## config.mk

```make
export PLATFORM = sky130hd
export DESIGN_NAME = spi_reg_ctrl
export DESIGN_NICKNAME = d
export VERILOG_FILES = /design/src/rtl/spi_reg_ctrl.sv
export SDC_FILE = /design/constraint.sdc
export NUM_CORES = 1
export LEC_CHECK = 0
export BUFFER_PORTS_ARGS = -buffer_cell sky130_fd_sc_hd__buf_2
export CAP_MARGIN = 20
export CORE_ASPECT_RATIO = 1.5
export CORE_MARGIN = 5
export CORE_UTILIZATION = 57
export CTS_CLUSTER_SIZE = 14
export DETAILED_ROUTE_END_ITERATION = 8
export GPL_TIMING_DRIVEN = 0
export PLACE_DENSITY = 0.79
export RECOVER_POWER = 50
export SYNTH_ARGS = -nofsm -noshare
export SYNTH_HDL_FRONTEND = slang
export SYNTH_SLANG_ARGS = --single-unit
```

## constraint.sdc

```tcl
create_clock -name clk -period 3.3 [get_ports clk]
set_clock_uncertainty 0.15 [all_clocks]
set_input_delay 0.495 -clock clk [delete_from_list [all_inputs] [get_ports clk]]
set_output_delay 0.495 -clock clk [all_outputs]
set_load 0.005 [all_outputs]
```

## src/rtl/spi_reg_ctrl.sv

```systemverilog
// SPI register controller: command byte plus data bytes access a small register file.
// Define SPI_REG_CTRL_BLINK_EN to build the PMOD blink counter and the BLINK_DIV register.
module spi_reg_ctrl #(
    parameter logic [7:0] ID_VALUE = 8'hA5
) (
    input  logic       clk,
    input  logic       rst,
    input  logic       ssel_active,
    input  logic       rx_valid,
    input  logic [7:0] rx_byte,
    output logic [7:0] tx_byte,
    output logic       tx_load,
    output logic [3:0] leds,
    output logic       pmod,
    output logic       cmd_err
);

    localparam logic [2:0] StIdle = 3'd0;
    localparam logic [2:0] StCmd  = 3'd1;
    localparam logic [2:0] StWr   = 3'd2;
    localparam logic [2:0] StRd   = 3'd3;
    localparam logic [2:0] StErr  = 3'd4;

    logic [2:0] state_q;
    logic [3:0] addr_q;
    logic [3:0] led_q;
    logic       pmod_lvl_q;
    logic [7:0] scratch_q;
    logic [7:0] frame_cnt_q;
    logic [7:0] tx_byte_q;
    logic       tx_load_q;
    logic       cmd_err_q;

    logic       cmd_ok;
    logic [3:0] rd_addr;
    logic       reached;
    logic       wr_en;
    logic       blink_rd;
    logic [7:0] div_rd;

    assign cmd_ok  = (rx_byte[6:4] == 3'b000);
    // Address whose contents the next tx_load will carry.
    assign rd_addr = (state_q == StCmd) ? rx_byte[3:0] : addr_q + 4'd1;
    assign reached = (state_q == StWr) || (state_q == StRd) ||
                     ((state_q == StCmd) && rx_valid && cmd_ok);
    assign wr_en   = (state_q == StWr) && rx_valid;

    function automatic logic [7:0] reg_read(input logic [3:0] a);
        logic [7:0] rdata;
        rdata = 8'h00;
        case (a)
            4'h0:    rdata = {4'b0000, led_q};
            4'h1:    rdata = {6'b000000, blink_rd, pmod_lvl_q};
            4'h2:    rdata = div_rd;
            4'h3:    rdata = scratch_q;
            4'h4:    rdata = frame_cnt_q;
            4'hF:    rdata = ID_VALUE;
            default: rdata = 8'h00;
        endcase
        return rdata;
    endfunction

    always_ff @(posedge clk) begin
        if (rst) begin
            state_q     <= StIdle;
            addr_q      <= 4'h0;
            tx_byte_q   <= 8'h00;
            tx_load_q   <= 1'b0;
            cmd_err_q   <= 1'b0;
            frame_cnt_q <= 8'h00;
        end else begin
            tx_load_q <= 1'b0;
            case (state_q)
                StIdle: if (ssel_active) state_q <= StCmd;
                StCmd: begin
                    if (rx_valid) begin
                        addr_q <= rx_byte[3:0];
                        if (!cmd_ok) begin
                            state_q   <= StErr;
                            cmd_err_q <= 1'b1;
                        end else if (rx_byte[7]) begin
                            state_q <= StWr;
                        end else begin
                            state_q <= StRd;
                            if (ssel_active) begin
                                tx_byte_q <= reg_read(rd_addr);
                                tx_load_q <= 1'b1;
                            end
                        end
                    end
                end
                StWr: if (rx_valid) addr_q <= addr_q + 4'd1;
                StRd: begin
                    if (rx_valid) begin
                        addr_q <= addr_q + 4'd1;
                        if (ssel_active) begin
                            tx_byte_q <= reg_read(rd_addr);
                            tx_load_q <= 1'b1;
                        end
                    end
                end
                default: ;
            endcase
            // Frame end overrides any transition taken above; the byte itself still lands.
            if (!ssel_active) begin
                state_q <= StIdle;
                if (reached) frame_cnt_q <= frame_cnt_q + 8'd1;
            end
        end
    end

    always_ff @(posedge clk) begin
        if (rst) begin
            led_q      <= 4'h0;
            pmod_lvl_q <= 1'b0;
            scratch_q  <= 8'h00;
        end else if (wr_en) begin
            case (addr_q)
                4'h0:    led_q      <= rx_byte[3:0];
                4'h1:    pmod_lvl_q <= rx_byte[0];
                4'h3:    scratch_q  <= rx_byte;
                default: ;
            endcase
        end
    end

`ifdef SPI_REG_CTRL_BLINK_EN
    logic        pmod_blink_q;
    logic [7:0]  blink_div_q;
    logic [23:0] blink_cnt_q;
    logic        pmod_q;

    always_ff @(posedge clk) begin
        if (rst) begin
            pmod_blink_q <= 1'b0;
            blink_div_q  <= 8'h00;
        end else if (wr_en) begin
            if (addr_q == 4'h1) pmod_blink_q <= rx_byte[1];
            if (addr_q == 4'h2) blink_div_q  <= rx_byte;
        end
    end

    always_ff @(posedge clk) begin
        if (rst) begin
            blink_cnt_q <= 24'h000000;
            pmod_q      <= 1'b0;
        end else if (!pmod_blink_q) begin
            blink_cnt_q <= 24'h000000;
            pmod_q      <= pmod_lvl_q;
        end else if (blink_cnt_q == {blink_div_q, 16'hFFFF}) begin
            blink_cnt_q <= 24'h000000;
            pmod_q      <= ~pmod_q;
        end else begin
            blink_cnt_q <= blink_cnt_q + 24'd1;
        end
    end

    assign blink_rd = pmod_blink_q;
    assign div_rd   = blink_div_q;
    assign pmod     = pmod_q;
`else
    assign blink_rd = 1'b0;
    assign div_rd   = 8'h00;
    assign pmod     = pmod_lvl_q;
`endif

    assign tx_byte = tx_byte_q;
    assign tx_load = tx_load_q;
    assign cmd_err = cmd_err_q;
    assign leds    = led_q;

endmodule

```

### Word level (Yosys, flattened, before mapping)

Index checks and enable logic that the tools add are counted.

| storage, ports and cells | value |
|---|---|
| input bits | 12 |
| flip-flop bits (word level) | 38 |
| output and inout port bits | 15 |
| word-level logic and storage cells | 70 |

| cells by class | value |
|---|---|
| equality and inequality tests | 14 |
| add/subtract/negate cells | 2 |
| bitwise operators | 2 |
| mux-type cells | 21 |
| reductions and logical operators | 22 |

Operators with widths:

| kind | number |
|---|---|
| $mux W8 | 5 |
| $pmux W8 S5 | 1 |
| $pmux W8 S2 | 1 |
| $mux W4 | 3 |
| $reduce_and A2 Y1 | 5 |
| $add A8 B1 Y8 const B | 1 |
| $eq A4 B1 Y1 const B | 2 |
| $eq A4 B2 Y1 const B | 2 |
| $logic_not A4 Y1 | 2 |
| $ne A2 B2 Y1 const B | 4 |
| $pmux W4 S2 | 1 |
| $eq A3 B2 Y1 const B | 2 |
| $logic_not A3 Y1 | 2 |
| $mux W1 | 6 |
| $mux W3 | 2 |
| $pmux W3 S2 | 1 |
| $reduce_and A3 Y1 | 2 |
| $reduce_bool A2 Y1 | 3 |
| $reduce_and A5 Y1 | 1 |
| $add A4 B1 Y4 const B | 1 |
| $eq A4 B3 Y1 const B | 1 |
| $eq A4 B4 Y1 const B | 1 |
| $reduce_or A2 Y1 | 2 |
| $eq A3 B1 Y1 const B | 1 |
| other kinds (5) | 9 |

### Longest topological paths before layout

Gate-level depths: netlist of the first run.

| depth | value |
|---|---|
| word-level depth | 9 |
| mapped depth | 9 |

### Worst setup path before layout of the first run

Ideal clock, no wire load.

| timing | value |
|---|---|
| path kind | reg2reg |
| from | register addr_q[0] |
| to | register tx_byte_q[6] (netlist: tx_byte[6]) |
| setup time | 0.117 ns |
| path slack | 0.948 ns |
| data required time | 3.033 ns |
| data arrival time | 2.085 ns |
| cell stages (with the launch flop) | 10 |
| path through | dfxtp_1 > clkbuf_1 > inv_1 > ha_1 > clkbuf_4 > and4b_1 > o21ai_0 > a21oi_1 > o31a_1 > a22o_1 |

| between the ends | value |
|---|---|
| word-level cells in the longest chain between the ends | 9 |
| elaborated cells on any way between the ends | 14 |
| those cells by class | add/sub (1); eq/ne (4); mux (8); reduce/logical (1) |

Ends and longest elaborated chain:

| item | RTL line | source |
|---|---|---|
| start, declared | 25 | `logic [3:0] addr_q;` |
| start signal, assigned | 77 | `addr_q <= rx_byte[3:0];` |
| start signal, assigned | 92 | `StWr: if (rx_valid) addr_q <= addr_q + 4'd1;` |
| start signal, assigned | 95 | `addr_q <= addr_q + 4'd1;` |
| $add A4 B1 Y4 * | 43 | `assign rd_addr = (state_q == StCmd) ? rx_byte[3:0] : addr_q + 4'd1;` |
| $mux W4 * | 43 |  |
| $eq A4 B4 Y1 (tied with other cells) | 51 | `case (a)` |
| $pmux W8 S5 * | 51 |  |
| $mux W8 * | 96 | `if (ssel_active) begin` |
| $mux W8 | 81 | `end else if (rx_byte[7]) begin` |
| $mux W8 | 78 | `if (!cmd_ok) begin` |
| $mux W8 | 76 | `if (rx_valid) begin` |
| $pmux W8 S2 * | 73 | `case (state_q)` |
| end signal, assigned | 86 | `tx_byte_q <= reg_read(rd_addr);` |
| end signal, assigned | 97 | `tx_byte_q <= reg_read(rd_addr);` |
| end, declared | 30 | `logic [7:0] tx_byte_q;` |

Mark *: on every way between the ends. The rest lies on a longest branch, timed or not. The select of a mux whose other input is x is not followed.
A chain may end at the register's enable or synchronous reset.

### Worst setup path after layout of the first run

| timing | value |
|---|---|
| from | register addr_q[0] |
| to | register tx_byte_q[2] (netlist: tx_byte[2]) |

Same word-level chain as after synthesis.

==> metrics.md, run 1 <==
| Metric | Value |
|---|---|
| Status | finished clean |
| Clk pin slew, worst setup/hold paths | roughly 70 ps |
| Peak supply drop | 0.0004154 V |
| Via count | 1,728 |
| Post-synth top flop | dfxtp_1 |
| Crit-path max cell delay | 440 ps |
| FF-to-FF setup slack | about 350 ps |
| Final wirelength | 4.783 mm |
| Final period utilization | 0.8940 |
| Crit-path cells | clkbuf_1, inv_1, ha_1, clkbuf_1, and4b_1, o21ai_0, a21oi_1, o31a_1, a22o_1 |
| Slew Limit Fails | 0 |
| CP Max Fanout | 8 |
| Synth top cells by count | dfxtp_1 (38), nor2_1 (34), mux2i_1 (16) |
| Vias in the first global route | between 1,500 and 2,000 |
| Worst EP arrival | 2980 ps |
| DR vias/cell | roughly 6.0 |
| Die height | 82.40 µm |
| Die Wd | between 50 and 60 µm |
| Max cap viols | 0 |
| R2r endpoint | tx_byte[2]$_SDFFE_PP0P_ |
| Setup Buffers After CTS | 0 |
| CTS resizes | 0 |
| Cell mode on critical path | clkbuf_1 |
| Std-Cell Rows | 26 |
| Setup CP Type | flip-flop to flip-flop |
| R2R depth | 9 |
| Core area | 3383 µm² |
| LEAKAGE | ~0.0009 µW |
| DR WL/cell | 16.55 µm |
| Bufs and invs on worst path | 3 |
| Clk sinks | 38 |
| Crit-path slowest cell | o31a_1 |
| Worst-Margin Slew | 1019 ps |
| Grt ovf | 0 |
| All-Layer GR Usage | 0.2186 |
| Hold Path Depth | 3 |
| Synth unique cells | 52 |
| Post-Place Cells | 283 |
| Synth top area cells | dfxtp_1 (38%), mux2i_1 (8.0%), nor2_1 (6.4%), a22o_1 (4.0%), xnor2_1 (3.1%) |
| DP HPWL | 3.497 mm |
| Synth Warn # | 0 |
| Crit end category | flip-flop |
| Final nets | 264 |
| CTS Buf Count | 5 |
| Final-report setup violation count | 0 |
| Initial antenna violation count | 0 |
| RSZ-0062 raised after global routing | false |
| DR DRC count | 0 |
| Reg-to-Reg Start | addr_q[0]$_SDFFE_PP0P_ |
| CTS tree | yes |
| Share of post-route cells with drive strength above 1 | 0.1457 |
| DRT Pass-1 Iters | 4 |
| CTS Hold Buffers Added | 0 |
| Mapped Cells | 217 |
| WHS Endpoint | scratch_q[7]$_SDFFE_PP0P_ |
| Post-synth top area cell | dfxtp_1 |
| Syn Std Cell Area | 1992 µm² |
| PortBufs | 24 |
| Starting Density | 0.5888 |
| P per Cell Area | roughly 390 nW/µm² |
| Hold Crit Start | rx_byte[7] |
| Post-DRT Antenna Nets | 0 |
| Syn avg cell area | approximately 9 µm² |
| I/O pin count | 27 |
| WHS | 321.4 ps |
| Worst EP required | 3330 ps |
| Post-route insts no fill | roughly 290 |
| Synth Net Count | 233 |
| Antenna cells | 0 |
| Area fraction of the dominant cell type after synthesis | 0.3819 |
| Crit start category | flip-flop |
| Utilization after layout | 0.6572 |
| Most frequent cell after synthesis | dfxtp_1 |
| Async SR Flop Fraction | 0 |
| Die Area | ~4800 µm² |
| Routability congestion estimate | 0.8005 |
| Sequential-to-total area share from yosys stat | 0.3819 |
| Crit-path leading delay family | compound AO/OA/AOI/OAI gates |
| Yosys reg bits | 38 |
| Largest net degree at the start of global routing | 11 |
| First-pass GRT wire length | 7.941 mm |
| Setup TNS | 0 ps |
| Maximum clock path buffer count | 2 |
| Worst hold path class | input port to flip-flop |
| Starting DRT DRC Count | 58 |
| Area delta synth->final | 11.62% |
| Clk root buf | clkbuf_8 |
| Final Critical Period | between 2000 and 3000 ps |
| Achievable frequency | about 340 MHz |
| Post-synth EDFFs | 0 |
| CTS HTree Levels | 2 |
| Worst skew pair latency | 290 ps |
| Endpoints failing hold | 0 |
| Final Total Pwr | 859.4 µW |
| Rel. slew slack | 0.3191 |
## worst register-to-register path, cell delays in order (launching register included)
cell      delay (ps)
dfxtp_1          360
clkbuf_1         330
inv_1            190
ha_1             310
clkbuf_1         290
and4b_1          240
o21ai_0          170
a21oi_1          100
o31a_1           440
a22o_1           240
## layer usage
layer / global-route usage / part of all wire / vias to the layer above
li1: - / - / 854
met4: 0.1114 / 0.029 / 0
met2: 0.3702 / 0.51 / 36
met5: 0 / 0 / -
met1: 0.2584 / 0.42 / 825
met3: 0.04355 / 0.037 / 13
## how the worst max path moves through the flow
| stage | from | to | depth (start not counted) |
|---|---|---|---|
| final | addr_q[0]$_SDFFE_PP0P_ | tx_byte[2]$_SDFFE_PP0P_ | 9 |
| after CTS | addr_q[0]$_SDFFE_PP0P_ | tx_byte[2]$_SDFFE_PP0P_ | 9 |
| after floorplan | addr_q[0]$_SDFFE_PP0P_ | tx_byte[6]$_SDFFE_PP0P_ | 9 |
| after global placement | addr_q[0]$_SDFFE_PP0P_ | tx_byte[6]$_SDFFE_PP0P_ | 9 |
| after global routing | addr_q[0]$_SDFFE_PP0P_ | tx_byte[5]$_SDFFE_PP0P_ | 9 |
| after detailed placement | addr_q[0]$_SDFFE_PP0P_ | tx_byte[2]$_SDFFE_PP0P_ | 9 |
## cell families after synthesis
logic type / count (synthesis) / share of synthesized area
multiplexers: 18 / 0.09736
XOR/XNOR: 8 / 0.03518
AND/OR/NAND/NOR: 83 / 0.2104
AO/OA/AOI/OAI: 50 / 0.2016
adder cells (fa/ha/maj): 4 / 0.02513
buffers and inverters: 16 / 0.04836
flip-flops: 38 / 0.3819
## cell type report
cell class,instances,area (µm²)
inverter,3,11.26
multi-input combinational,163,1130
timing repair buffer,24,105.1
clock buffer,6,82.58
sequential,38,760.7
fill,323,1160
buffer,13,81.33
tap,42,52.55
## placed cells by master, fill, tap and decap left out, types with 2 or more instances in the layout
cell	n
xnor2_1	7
nor4b_1	2
a31oi_1	4
nand4_1	3
a21oi_1	10
inv_1	3
nor2_1	34
nand2b_1	3
o21a_1	2
buf_2	14
clkbuf_8	6
nor4_1	6
nand3_1	7
clkbuf_1	17
ha_1	4
nand2_1	10
nor3_1	5
a22o_1	9
nor3b_1	4
buf_6	3
dfxtp_1	38
a211oi_1	3
a221o_2	3
nor2b_1	2
a311oi_1	2
o2bb2ai_1	2
o21ai_0	5
mux2i_1	16
## flip-flops by register name, summed over array words and instances, names as in the netlist
signal,flops
cmd_err,1
state_q,3
pmod,1
scratch_q,8
tx_load,1
tx_byte,8
frame_cnt_q,8
leds,4
addr_q,4
## stage by stage
stage | worst slack, ps | instance area, µm²
finish | 349.7 | 2223
global route | 215.0 | 2223
CTS | 558.7 | 2247
detailed placement | 565.8 | 2165
global placement | 635.3 | 2165
floorplan | 948.0 | 1992
## where the power goes
part           internal, µW  total, µW  switching [µW]
combinational          29.8       80.3            50.5
clock                   161        313             152
sequential              462        466            4.06
total                   653        859             207
Note: power is estimated with default switching activity, not from simulation.
==> run 2: changes to the inputs <==
--- a/config.mk
+++ b/config.mk
@@ -13,7 +13,7 @@
 export CTS_CLUSTER_SIZE = 14
 export DETAILED_ROUTE_END_ITERATION = 8
 export GPL_TIMING_DRIVEN = 0
-export PLACE_DENSITY = 0.79
+export PLACE_DENSITY = 0.84
 export RECOVER_POWER = 50
 export SYNTH_ARGS = -nofsm -noshare
 export SYNTH_HDL_FRONTEND = slang
==> metrics.md, run 2 (synthesis gave the netlist of run 1 again) <==
| Metric | Value |
|---|---|
| CP Max Fanout | 8 (unchanged) |
| P per Cell Area | 395.6 nW/µm² (+2.3%) |
| DRT Pass-1 Iters | 4 (unchanged) |
| Max cap viols | 0 (unchanged) |
| CTS Hold Buffers Added | 0 (unchanged) |
| Worst-Margin Slew | 1023 ps (+3.678 ps) |
| Peak supply drop | 0.0002943 V (-29%) |
| Vias in the first global route | 1,735 (+5.7%) |
| Worst hold path class | input port to flip-flop |
| DR WL/cell | 16.66 µm (+0.68%) |
| DR vias/cell | 5.983 (about the same) |
| Reg power frac | 0.526 (-0.016) |
| Cell mode on critical path | clkbuf_1 |
| Clk sinks | 38 (unchanged) |
| Crit-path max cell delay | 440 ps (about the same) |
| Worst EP required | 3340 ps (about the same) |
| LEAKAGE | 0.0009124 µW (+0.94%) |
| Maximum clock path buffer count | 2 (unchanged) |
| Most frequent cells in the layout | dfxtp_1 (38), nor2_1 (34), clkbuf_1 (16), mux2i_1 (16), buf_2 (15) |
| Largest net degree at the start of global routing | 13 (+2) |
| Die height | 82.40 µm (unchanged) |
| Final period utilization | 0.8645 (-0.02952) |
| Routability congestion estimate | 0.8510 (+6.3%) |
| Std-Cell Rows | 26 (unchanged) |
| Storage cell area | 760.7 µm² (unchanged) |
| Die Area | 4801 µm² (unchanged) |
| Comb power frac | 0.090 (-0.003) |
| DP HPWL | 3.637 mm (+4.0%) |
| Starting DRT DRC Count | 47 (-19%) |
| Status | finished clean |
| Crit-path slowest cell | o31a_1 |
| Initial antenna violation count | 0 (unchanged) |
| Die Wd | 58.27 µm (unchanged) |
| Rel. slew slack | 0.3166 (-0.002457) |
| First-pass GRT wire length | 8.307 mm (+4.6%) |
| Switching power | 225.5 µW (+9.2%) |
| RSZ-0062 raised after global routing | false |
| Antenna cells | 0 (unchanged) |
| DR DRC count | 0 (unchanged) |
| Share of post-route cells with drive strength above 1 | 0.1566 (+0.01088) |
| Post-DRT Antenna Nets | 0 (unchanged) |
| Achievable frequency | 350.5 MHz (+3.4%) |
| Final wirelength | 4.849 mm (+1.4%) |
| CTS tree | yes |
| Clk pin slew, worst setup/hold paths | 70 ps (about the same) |
| Clock Power Share | 0.384 (+0.020) |
| I/O pin count | 27 (unchanged) |
| CTS resizes | 0 (unchanged) |
| Crit start category | flip-flop |
| Clk root buf | clkbuf_8 |
| Starting Density | 0.5888 (unchanged) |
| Final-report setup violation count | 0 (unchanged) |
| Final nets | 264 (unchanged) |
| Internal | 659.5 µW (+1.0%) |
| Area of the multi-input gates | 1130 µm² (unchanged) |
| Setup Buffers After CTS | 0 (unchanged) |
| CTS HTree Levels | 2 (unchanged) |
| CTS Buf Count | 5 (unchanged) |
| Bufs and invs on worst path | 3 (unchanged) |
| Crit end category | flip-flop |
| PortBufs | 24 (unchanged) |
| Area delta synth->final | 12.31% |
| Switching Fraction | 0.2548 (+0.01452) |
| Crit-path leading delay family | compound AO/OA/AOI/OAI gates |
| Slew Limit Fails | 0 (unchanged) |
| Grt ovf | 0 (unchanged) |
| All-Layer GR Usage | 0.2262 (+0.007686) |
| Crit-path cells | clkbuf_1, inv_1, ha_1, clkbuf_1, and4b_1, o21ai_0, a21oi_1, o31a_1, a22o_1 |
| Setup CP Type | flip-flop to flip-flop |
| Endpoints failing hold | 0 (unchanged) |
| Worst skew pair latency | 300 ps (about the same) |
| Worst EP arrival | 2890 ps (-90 ps) |
| Core area | 3383 µm² (unchanged) |
| # fillers | 313 (-3.1%) |
| WHS | 309.5 ps (-11.92 ps) |
| Final Critical Period | 2853 ps (-97.42 ps) |
| Via count | 1,741 (+0.75%) |
| Commonest non-fill, non-tap cell in the layout | dfxtp_1 |
| Setup TNS | 0 ps (unchanged) |
run 2: cell count changes in the layout (fill, tap and decap cells not counted):
cell,delta
buf_2,+1
clkbuf_1,-1
clkinv_2,+1
clkinvlp_4,+1
run 2: stage by stage:
| stage | cell area [µm²] | util | total power, µW | worst slack (ps) | cells |
|---|---|---|---|---|---|
| after floorplan | 1992 | - | 531.4 | 948.0 | 217 |
| after global placement | 2165 | 0.6398 | 555.4 | 648.8 | 283 |
| after detailed placement | 2165 | 0.6398 | 556.7 | 637.6 | 283 |
| after CTS | 2260 | 0.6679 | 890.5 | 626.9 | 291 |
| after global routing | 2237 | 0.6612 | 923.3 | 262.8 | 291 |
| final | 2237 | 0.6612 | 885.0 | 447.1 | 291 |
run 2: worst paths after layout:
check                          startpoint                        end  slack (ps)  cells after the start
setup / recovery   addr_q[0]$_SDFFE_PP0P_    tx_byte[6]$_SDFFE_PP0P_         450                      9
hold / removal                 rx_byte[7]  scratch_q[7]$_SDFFE_PP0P_         310                      3
setup reg to reg   addr_q[0]$_SDFFE_PP0P_    tx_byte[6]$_SDFFE_PP0P_         450                      9
hold reg to reg   tx_byte[6]$_SDFFE_PP0P_    tx_byte[6]$_SDFFE_PP0P_         330                      1
run 2: final cells by class:
cell class	count	share of cell area
Multi-Input combinational cell	163	0.5050
Sequential cell	38	0.3400
Timing Repair Buffer	24	0.04754
Clock buffer	6	0.03691
Buffer	13	0.03635
Tap cell	42	0.02349
Clock inverter	2	0.005593
Inverter	3	0.005034
run 2: power by group through the flow:
stage	Clock, µW	Combinational [µW]	Sequential, µW
floorplan	0	55.6	476
global placement	0	78.9	476
detailed placement	0	79.8	477
CTS	344	80.2	466
global route	369	87.7	467
finish	339	79.7	466
run 2: per-layer routing:
layer,global-route usage,share of wire,vias up
met3,0.04977,0.042,16
met4,0.1137,0.034,0
met5,0,0,-
met2,0.3971,0.51,50
met1,0.2534,0.41,817
li1,-,-,858
run 2: worst reg2reg max path, delay by kind of cell, from the launching register on:
family | cells | cell delay (ps)
compound gates | 4 | 930
buf+inv | 3 | 760
flops | 1 | 370
fa+ha+maj | 1 | 310
simple gates | 1 | 230
==> run 3: changes to the inputs <==
--- a/config.mk
+++ b/config.mk
@@ -7,7 +7,7 @@
 export LEC_CHECK = 0
 export BUFFER_PORTS_ARGS = -buffer_cell sky130_fd_sc_hd__buf_2
 export CAP_MARGIN = 20
-export CORE_ASPECT_RATIO = 1.5
+export CORE_ASPECT_RATIO = 0.5
 export CORE_MARGIN = 5
 export CORE_UTILIZATION = 57
 export CTS_CLUSTER_SIZE = 14
@@ -15,6 +15,7 @@
 export GPL_TIMING_DRIVEN = 0
 export PLACE_DENSITY = 0.84
 export RECOVER_POWER = 50
+export SLEW_MARGIN = 20
 export SYNTH_ARGS = -nofsm -noshare
 export SYNTH_HDL_FRONTEND = slang
 export SYNTH_SLANG_ARGS = --single-unit
==> metrics.md, run 3 (synthesis gave the netlist of run 1 again) <==
| Metric | Value |
|---|---|
| Status | finished clean |
| CTS HTree Levels | 2 (unchanged) |
| Clk root buf | clkbuf_8 |
| Setup CP Type | flip-flop to flip-flop |
| Met1 Use GR | 0.2549 (+0.001543) |
| Setup Buffers After CTS | 0 (unchanged) |
| Commonest non-fill, non-tap cell in the layout | dfxtp_1 |
| Post-route setup slack | 478.6 ps (+31.54 ps) |
| Critical Path End | tx_byte[4]$_SDFFE_PP0P_ |
| R2R depth | 9 (unchanged) |
| Starting Density | 0.5864 (-0.002385) |
| Grt ovf | 0 (unchanged) |
| Final-report setup violation count | 0 (unchanged) |
| Std-Cell Rows | 15 (-42%) |
| Final period utilization | 0.8550 (-0.009557) |
| CTS Buf Count | 5 (unchanged) |
| LEAKAGE | 0.0009524 µW (+4.4%) |
| I/O pin count | 27 (unchanged) |
| Post-DRT Antenna Nets | 0 (unchanged) |
| Final nets | 264 (unchanged) |
| WP depth | 9 (unchanged) |
| Reg-to-Reg Start | addr_q[0]$_SDFFE_PP0P_ |
| Achievable frequency | 354.4 MHz (+1.1%) |
| GR peak layer | met2 |
| Initial antenna violation count | 0 (unchanged) |
| Clk sinks | 38 (unchanged) |
| Bufs and invs on worst path | 3 (unchanged) |
| Max cap viols | 0 (unchanged) |
| Die Wd | 93.60 µm (+61%) |
| Final Critical Period | 2821 ps (-31.54 ps) |
| Core area | 3397 µm² (+0.41%) |
| Worst hold path class | input port to flip-flop |
| CTS tree | yes |
| PortBufs | 24 (unchanged) |
| Vias in the first global route | 1,622 (-6.5%) |
| Area delta synth->final | 14.20% |
| Placed Instance Area | 2176 µm² (+0.52%) |
| All-Layer GR Usage | 0.2022 (-0.02403) |
| Clk pin slew, worst setup/hold paths | 80 ps (about the same) |
| Worst skew pair latency | 290 ps (about the same) |
| DR DRC count | 0 (unchanged) |
| Crit start category | flip-flop |
| DR vias/cell | 5.967 (-0.27%) |
| Crit end category | flip-flop |
| Worst EP required | 3330 ps (about the same) |
| Worst-Margin Slew | 950.0 ps (-72.84 ps) |
| Crit-path slowest cell | o31a_1 |
| CTS resizes | 0 (unchanged) |
| CP Max Fanout | 8 (unchanged) |
| Maximum clock path buffer count | 2 (unchanged) |
| Slew Limit Fails | 0 (unchanged) |
| Peak supply drop | 0.0002474 V (-16%) |
| Endpoints failing hold | 0 (unchanged) |
| # fillers | 269 (-14%) |
| Setup TNS | 0 ps (unchanged) |
| DP HPWL | 3.503 mm (-3.7%) |
| First-pass GRT wire length | 7.541 mm (-9.2%) |
| Utilization after layout | 0.6696 (+0.008370) |
| Rel. slew slack | 0.3653 (+0.04866) |
| Antenna cells | 0 (unchanged) |
| R2r endpoint | tx_byte[4]$_SDFFE_PP0P_ |
| Largest net degree at the start of global routing | 12 (-1) |
| FF-to-FF setup slack | 480 ps (+30 ps) |
| P per Cell Area | 417.5 nW/µm² (+5.5%) |
| Pre-CTS setup slack | 663.6 ps (+26.03 ps) |
| Die height | 51.80 µm (-37%) |
| Share of post-route cells with drive strength above 1 | 0.1815 (+0.02483) |
| Routability congestion estimate | 0.8550 (+0.47%) |
| Cell mode on critical path | clkbuf_1 |
| Via count | 1,784 (+2.5%) |
| Die Area | 4848 µm² (+0.99%) |
| Final wirelength | 4.777 mm (-1.5%) |
| Area of the multi-input gates | 1130 µm² (unchanged) |
| DR WL/cell | 15.98 µm (-4.1%) |
| CTS Hold Buffers Added | 0 (unchanged) |
| Crit-path cells | clkbuf_1, inv_1, ha_1, clkbuf_1, and4b_1, o21ai_0, a21oi_1, o31a_1, a22o_1 |
| Crit-path leading delay family | compound AO/OA/AOI/OAI gates |
| CP startpoint | addr_q[0]$_SDFFE_PP0P_ |
| RSZ-0062 raised after global routing | false |
| Most frequent cells in the layout | dfxtp_1 (38), nor2_1 (34), buf_2 (22), mux2i_1 (16) |
| Worst EP arrival | 2850 ps (-40 ps) |
| DRT Pass-1 Iters | 4 (unchanged) |
| Finished Cell Area | 2275 µm² (+1.7%) |
| Crit-path max cell delay | 430 ps (about the same) |
| Starting DRT DRC Count | 242 (+410%) |
| Routing usage on met2 | 0.3467 (-0.05035) |
| GRT met3 Usage | 0.04624 (-0.003524) |
| Storage cell area | 760.7 µm² (unchanged) |
==> run 3: cell types whose count changed in the layout (fill, tap and decap cells not counted), sizes merged <==
cell and delta:
bufinv +1, clkbuf -7, clkinvlp -1, clkinv -1
buf +7
==> run 3: cell type report <==
type / instances / share of cell area
clock inverters: 1 / 0.01320
plain buffers: 13 / 0.03575
inverters: 3 / 0.004950
multi-input cells: 163 / 0.4967
clock buffers: 6 / 0.03630
well taps: 51 / 0.02805
repair buffers: 24 / 0.05060
flip-flops and latches: 38 / 0.3344
==> run 3: report_power, final <==
group          internal (µW)  switching [µW]
Clock                    242             160
Sequential               462            4.11
Combinational           29.8            52.3
Total                    734             216
==> run 3: metrics by stage <==
step           power [µW]  instances  hold slack, ps
2_1_floorplan       531.4        217           310.5
3_3_place_gp        555.0        292           295.7
3_5_place_dp        557.3        292           309.2
4_1_cts             950.7        299           320.8
5_1_grt             978.0        299           321.2
6_report            949.8        299           318.1
==> run 3: worst min-delay path by stage <==
stage,depth (start not counted),endpoint,start
finish,3,scratch_q[5]$_SDFFE_PP0P_,rx_byte[5]
global route,3,scratch_q[5]$_SDFFE_PP0P_,rx_byte[5]
detailed placement,2,cmd_err$_SDFFE_PP0P_,cmd_err$_SDFFE_PP0P_
CTS,3,scratch_q[6]$_SDFFE_PP0P_,rx_byte[6]
floorplan,2,cmd_err$_SDFFE_PP0P_,cmd_err$_SDFFE_PP0P_
global placement,2,cmd_err$_SDFFE_PP0P_,cmd_err$_SDFFE_PP0P_
==> run 3: routing by layer <==
metal	wire (µm)	vias to the layer above
li1	-	856
met1	2139	841
met2	2160	70
met3	372	17
met4	104	0
met5	0	-
==> run 3: worst reg2reg max path: stages, from the launching register on <==
cell,delay (ps)
dfxtp_1,360
clkbuf_1,290
inv_1,170
ha_1,300
clkbuf_1,270
and4b_1,230
o21ai_0,150
a21oi_1,110
o31a_1,430
a22o_1,240
